==> src/rtl/example_arbiter.sv <==
// Round-robin arbiter that shares one engine among N_REQ requesters: grant, hold
// start for hold+1 cycles, wait for done (with watchdog), return the result with ack.
module example_arbiter #(
  parameter int         N_REQ     = 4,
  parameter int         TIMEOUT   = 1023,
  parameter logic [2:0] IDLE_CODE = 3'd0
) (
  input  logic                 clk,
  input  logic                 reset_n,
  input  logic [N_REQ-1:0]     req,
  input  logic [2*N_REQ-1:0]   req_offset,
  input  logic [8*N_REQ-1:0]   req_target,
  input  logic [4*N_REQ-1:0]   req_hold,
  output logic [N_REQ-1:0]     ack,
  output logic [7:0]           rsp_data,
  output logic                 err,
  output logic                 busy,
  output logic                 eng_start,
  output logic [1:0]           eng_offset,
  output logic [7:0]           eng_target,
  input  logic                 eng_done,
  input  logic [2:0]           eng_state,
  input  logic [7:0]           eng_variable
);

  localparam int IDX_W = (N_REQ > 1) ? $clog2(N_REQ) : 1;
  localparam logic [9:0] WD_LAST = 10'(TIMEOUT - 1);

  typedef logic [IDX_W-1:0] idx_t;
  typedef enum logic [2:0] {S_IDLE, S_GRANT, S_START, S_WAIT, S_RESP} state_t;

  state_t           state, state_n;
  idx_t             ptr, ptr_n;
  idx_t             winner, winner_n;
  logic [3:0]       hold, hold_n;
  logic [9:0]       wd, wd_n;
  logic [N_REQ-1:0] ack_n;
  logic [7:0]       rsp_n;
  logic             err_n;
  logic             start_n;
  logic [1:0]       offset_n;
  logic [7:0]       target_n;
  logic             busy_n;
  logic             found;
  int               scan_idx;

  always_comb begin
    // NOTE: every signal written here gets a default first, so no path can leave
    // one unassigned and infer a latch.
    state_n  = state;
    ptr_n    = ptr;
    winner_n = winner;
    hold_n   = hold;
    wd_n     = wd;
    ack_n    = '0;
    rsp_n    = rsp_data;
    err_n    = err;
    start_n  = eng_start;
    offset_n = eng_offset;
    target_n = eng_target;
    found    = 1'b0;
    scan_idx = 0;

    unique case (state)
      S_IDLE: begin
        // An engine still busy after a controller-only reset must finish first.
        if (|req && (eng_state == IDLE_CODE)) begin
          for (int k = 1; k <= N_REQ; k++) begin
            scan_idx = (int'(ptr) + k) % N_REQ;
            if (!found && req[scan_idx]) begin
              found    = 1'b1;
              winner_n = idx_t'(scan_idx);
              offset_n = req_offset[2*scan_idx +: 2];
              target_n = req_target[8*scan_idx +: 8];
              hold_n   = req_hold[4*scan_idx +: 4];
            end
          end
          state_n = S_GRANT;
        end
      end

      S_GRANT: begin
        start_n = 1'b1;
        state_n = S_START;
      end

      S_START: begin
        if (hold != 4'd0) begin
          hold_n = hold - 4'd1;
        end else begin
          start_n = 1'b0;
          wd_n    = '0;
          state_n = S_WAIT;
        end
      end

      S_WAIT: begin
        if (eng_done) begin
          rsp_n         = eng_variable;
          ack_n[winner] = 1'b1;
          state_n       = S_RESP;
        end else if (wd == WD_LAST) begin
          err_n   = 1'b1;
          state_n = S_RESP;
        end else begin
          wd_n = wd + 10'd1;
        end
      end

      S_RESP: begin
        ptr_n   = winner;
        state_n = S_IDLE;
      end

      default: state_n = S_IDLE;
    endcase

    busy_n = (state_n != S_IDLE);
  end

  always_ff @(posedge clk or negedge reset_n) begin
    if (!reset_n) begin
      state      <= S_IDLE;
      ptr        <= idx_t'(N_REQ - 1);
      winner     <= '0;
      hold       <= '0;
      wd         <= '0;
      ack        <= '0;
      rsp_data   <= '0;
      err        <= 1'b0;
      busy       <= 1'b0;
      eng_start  <= 1'b0;
      eng_offset <= '0;
      eng_target <= '0;
    end else begin
      // NOTE: non-blocking assignments so every register samples the pre-edge
      // values computed above, independent of statement order.
      state      <= state_n;
      ptr        <= ptr_n;
      winner     <= winner_n;
      hold       <= hold_n;
      wd         <= wd_n;
      ack        <= ack_n;
      rsp_data   <= rsp_n;
      err        <= err_n;
      busy       <= busy_n;
      eng_start  <= start_n;
      eng_offset <= offset_n;
      eng_target <= target_n;
    end
  end

endmodule

==> config.mk <==
export PLATFORM = sky130hd
export DESIGN_NAME = example_arbiter
export DESIGN_NICKNAME = d
export VERILOG_FILES = /design/src/rtl/example_arbiter.sv
export SDC_FILE = /design/constraint.sdc
export NUM_CORES = 1
export LEC_CHECK = 0
export CAP_MARGIN = 15
export CORE_MARGIN = 2
export CORE_UTILIZATION = 40
export DETAILED_ROUTE_END_ITERATION = 6
export PLACE_DENSITY = 0.81
export SLEW_MARGIN = 10
export SYNTH_ARGS = -nofsm -noshare
export SYNTH_HDL_FRONTEND = slang
export SYNTH_SLANG_ARGS = --single-unit
==> constraint.sdc <==
create_clock -name clk -period 2.09 [get_ports clk]
set_clock_uncertainty 0.1 [all_clocks]
set_input_delay 0.418 -clock clk [delete_from_list [all_inputs] [get_ports clk]]
set_output_delay 0.418 -clock clk [all_outputs]
set_load 0.05 [all_outputs]
== After elaboration in Yosys (flattened, before gate mapping) ==
Index checks and enable logic that the tools add are counted.
Operators by class
  add/sub/neg operators: 6
  magnitude comparators: 6
  eq/ne operators: 11
  shifts and indexed selects: 12
  muxes and demuxes: 55
  bitwise operators: 5
  reduce and logical (&&, ||, !) cells: 27
Operator list (number)
  $shiftx 32x6->8: 4
  $shiftx 16x5->4: 4
  $mux 4: 8
  $mux 8: 4
  $shiftx 8x4->2: 4
  $mux 10: 3
  $pmux 10 s2: 1
  $mux 1: 19
  $lt 3x4->1 const B: 4
  $mux 2: 8
  $mux 3: 4
  $pmux 3 s4: 1
  $add 10x1->10 const B: 1
  $eq 10x10->1 const B: 1
  $ne 2x2->1 const B: 5
  $bmux 1 s2: 4
  $pmux 4 s2: 1
  $reduce_and 4->1: 2
  $reduce_bool 4->1: 2
  $reduce_or 2->1: 4
  $eq 3x2->1 const B: 2
  $logic_not 3->1: 2
  $reduce_and 3->1: 2
  $reduce_bool 2->1: 3
  17 further kinds: 29
Word-level totals
  register bits after elaboration: 46
  output and inout port bits: 25

== Longest topological paths before layout ==
  word-level depth: 24
  gate-level depth with buffers: 8

== Least setup slack after synthesis ==
No wires, ideal clock.
  path kind: register to register
  from: register state[2]
  to: register wd[8]
  library setup time: 135 ps
  data arrival time: 1955 ps
  setup slack: -99 ps
  stages on the path, launching flop included: 9
  buffers on the path: 3
  period minus slack after synthesis: 2189 ps
  cells stage by stage: dfrtp_1 -> buf_6 -> or3b_1 -> buf_2 -> or3_1 -> buf_6 -> a2111oi_4 -> xnor2_1 -> nor2_2
On the way
  cells in the longest elaborated chain, start to end: 3
  elaborated cells on any way between the ends: 8
RTL lines
  from (decl): line 32  | state_t state, state_n;
  from (signal assigned): line 138  | state <= state_n;
  $eq 3x2->1: line 64  | unique case (state)
  $ne 2x2->1 (no line) or $reduce_bool 2->1 (tied branches)
  $reduce_and 4->1 (no line)
  to (signal assigned): line 142  | wd <= wd_n;
  to (decl): line 36  | logic [9:0] wd, wd_n;
Several ways; a longest one is shown, not always the timed one.
A chain may end at the register's enable or synchronous reset.

== Final worst setup path ==
  from: register state[2]
  to: register eng_target[2]
On the way
  cells in the longest elaborated chain, start to end: 2
RTL lines
  $logic_not 3->1: line 64
  $reduce_and 3->1 (no line)
  to (signal assigned): line 149  | eng_target <= target_n;
  to (decl): line 20  | output logic [7:0] eng_target,
Every way passes these cells.

==> results_dict.tcl <==
set metrics [dict create \
    clk_latency_ns 0.30 \
    place_hpwl_um 5530 \
    drt-total-wl_um 7290 \
    multiInputGateArea_mm2 0.00145 \
    cts_tree "done" \
    core-area_mm2 0.00628 \
    worst_ep_required_time_ns 2.18 \
    synth_seq_area_share 0.452 \
    ys_seq_elements 46 \
    clockBufferDepth 2 \
    drive_above_1_share 0.241 \
    drtIter0Drc 107 \
    io-pin-count 99 \
    max_freq_mhz 490 \
    syn_inst 264 \
    fin_tns_setup_ns 0 \
    core.rowCount 29 \
    hold_depth 2 \
    cp-end-kind "register" \
    grtUsageTotal 0.206 \
    place_ws_ns -0.553 \
    finalPower_mw 5.00 \
    syn_area_per_cell_um2 9.67 \
    clkSlewWorstSetupHoldPaths_ns 0.08 \
    synth_top_area_share 0.431 \
    crit_arrival_ns 2.13 \
    synth_area_leaders "dfrtp_1 43%, mux2i_1 6.3%, nand2_1 4.9%" \
    grt_pass1_vias 2576 \
    async_flop_share 1.00 \
    setup_viol 0 \
    start_util 0.407 \
    num_vias 2520 \
    hp-class "register to register" \
    fp.dieH_um 83.9 \
    syn_area_mm2 0.00255 \
    synth_edf_count 0 \
    synth_largest_area_cell "dfrtp_1" \
    antenna_found_initial 0 \
    rr_worst_depth 7 \
    cts_buffers 5 \
    drtAntennaViolNets 0 \
    drc 0 \
    placement.io_buffers 98 \
    chipWidth_um 83.9 \
    cts_sinks 46 \
    slew-limit-headroom 0.625 \
    power_density_mw_per_mm2 1200 \
    viasPerCell 5.29 \
    syn2layout_area_growth_pct 63.4 \
    slew_violations 0 \
    holdPathEnd "rsp_data[7]$_DFFE_PN0P_" \
    rsz0062_at_grt "yes" \
    root_buffer "clkbuf_8" \
    hold_violations 0 \
    crit_path_max_fanout 6 \
    synth_ff_type "dfrtp_1" \
    antenna_cells 0 \
    nNetsFinal 475 \
    gr-total-overflow 0 \
    h-tree-depth 2 \
    yosysWarnings 0 \
    critPathLaunchType "register" \
    cap_violations 0 \
    status "complete, no violations" \
    layout_min_cycle_time_ns 2.04 \
    die_area_mm2 0.00704 \
    min-delay-start "rsp_data[7]$_DFFE_PN0P_" \
    ff_latch_area_mm2 0.00116 \
    p_leak_nw 1.83 \
    grt_max_degree 20 \
    r2r_start "state[2]$_DFF_PN0_" \
    worst_slack_ns 0.0497 \
    reg2reg_to "eng_target[2]$_DFFE_PN0P_" \
    worstMarginPinSlew_ns 0.562 \
    synth_cell_type_count 50 \
    wl_per_cell_um 15.3 \
    syn-num-nets 341 \
    fill_cells 489 \
    dr.pass1.iters 4 \
    fin_crit_sh 0.976 \
    grt_first_pass_wirelength_um 11900 \
    critical_path_class "register to register" \
    gp_congestion 0.863 \
    regToRegSetupSlack_ns 0.05 \
    irDropWorstVdd_uv 676 \
]
-- layout by cell type, fill, tap and decap left out, types with 3 or more instances in the layout --
cell             netlist  layout
a211oi_1              10       8
a21oi_1                6       4
a221oi_2               0       7
and2_1                12      12
buf_4                  0      46
clkbuf_8               0       6
clkdlybuf4s50_1        0      85
dfrtp_1               44      42
dlygate4sd2_1          0       4
ha_1                   3       3
inv_1                  9       9
mux2_2                 4       4
mux2i_1               16      15
nand2_1               33      33
nand2b_1               4       3
nand3_1                9       9
nor2_1                22      21
nor3_1                 6       5
nor4_1                 4       3
o211a_1                3       3
o21ai_0               10       9
xnor2_1                6       6
-- metrics by stage --
stage / std cells / instance area (um^2) / hold WS [ns] / utilization
after CTS: 474 / 4070 / 0.386 / 0.649
after global routing: 476 / 4170 / 0.407 / 0.665
after detailed placement: 464 / 3840 / 0.268 / 0.612
after global placement: 464 / 3840 / 0.260 / 0.612
final: 476 / 4170 / 0.378 / 0.665
after floorplan: 264 / 2560 / 0.0224 / -
-- cell type report --
| class | count | share of cell area |
|---|---|---|
| clock buffer | 6 | 0.0198 |
| clock inverter | 2 | 0.0144 |
| inverter | 9 | 0.00810 |
| multi-input combinational | 196 | 0.348 |
| sequential | 46 | 0.277 |
| tap | 77 | 0.0231 |
| timing repair buffer | 140 | 0.310 |
-- state kept, by name, summed over array words and instances (netlist names), 3 cells and up --
register    count
wd             10
eng_target      8
rsp_data        8
ack             4
hold            4
state           3
-- repair_timing --
item,CTS,global route
gates resized for setup,21,18
endpoints found under the hold margin,14,0
hold buffers,1,0
buffers inserted,0,2
pin swaps,1,6
cloned,1,0
setup endpoints to repair,20,14
-- how the worst max path moves through the flow --
| stage | start | endpoint | slack (ns) | cells past startpoint |
|---|---|---|---|---|
| after CTS | eng_state[0] | hold[1]$_DFFE_PN0P_ | 0.01 | 8 |
| after detailed placement | req[0] | eng_target[2]$_DFFE_PN0P_ | -0.55 | 6 |
| after global placement | req[0] | eng_target[2]$_DFFE_PN0P_ | -0.49 | 6 |
| after floorplan | state[0]$_DFF_PN0_ | wd[8]$_DFFE_PN0P_ | -0.08 | 8 |
| after global routing | state[2]$_DFF_PN0_ | eng_target[2]$_DFFE_PN0P_ | -0.04 | 7 |
| final | state[2]$_DFF_PN0_ | eng_target[2]$_DFFE_PN0P_ | 0.05 | 7 |
-- synthesized netlist by cell type (9+ instances only) --
| cell | number |
|---|---|
| nand2_1 | 33 |
| a221oi_1 | 9 |
| nand3_1 | 9 |
| nor2_1 | 22 |
| dfrtp_1 | 44 |
| inv_1 | 9 |
| o21ai_0 | 10 |
| a211oi_1 | 10 |
| mux2i_1 | 16 |
| and2_1 | 12 |
-- power by group --
group	total [mW]	switching, mW	internal (mW)
clock	0.818	0.308	0.510
sequential	1.47	0.250	1.22
combinational	2.71	1.54	1.17
-- cell families after synthesis --
| group | share of synthesized area |
|---|---|
| multiplexers | 0.0804 |
| flip-flops | 0.452 |
| XOR/XNOR | 0.0240 |
| buffers and inverters | 0.0412 |
| AND/OR/NAND/NOR | 0.201 |
| adder cells (fa/ha/maj) | 0.0147 |
| AO/OA/AOI/OAI | 0.187 |
-- critical path, stage by stage, from the launching register on --
cell	delay, ns
dfrtp_2	0.47
nor4_4	0.30
buf_4	0.15
and3_4	0.18
o211ai_1	0.13
buf_4	0.21
a221o_1	0.27
o221a_2	0.12
-- per-layer routing --
metal | up-vias | global-route usage | share of wire
li1 | 1225 | - | -
met1 | 1186 | 0.255 | 0.42
met2 | 98 | 0.353 | 0.50
met3 | 11 | 0.0574 | 0.071
met4 | 0 | 0.0587 | 0.015
met5 | - | 0 | 0
Power figures use the tool's default switching activity.
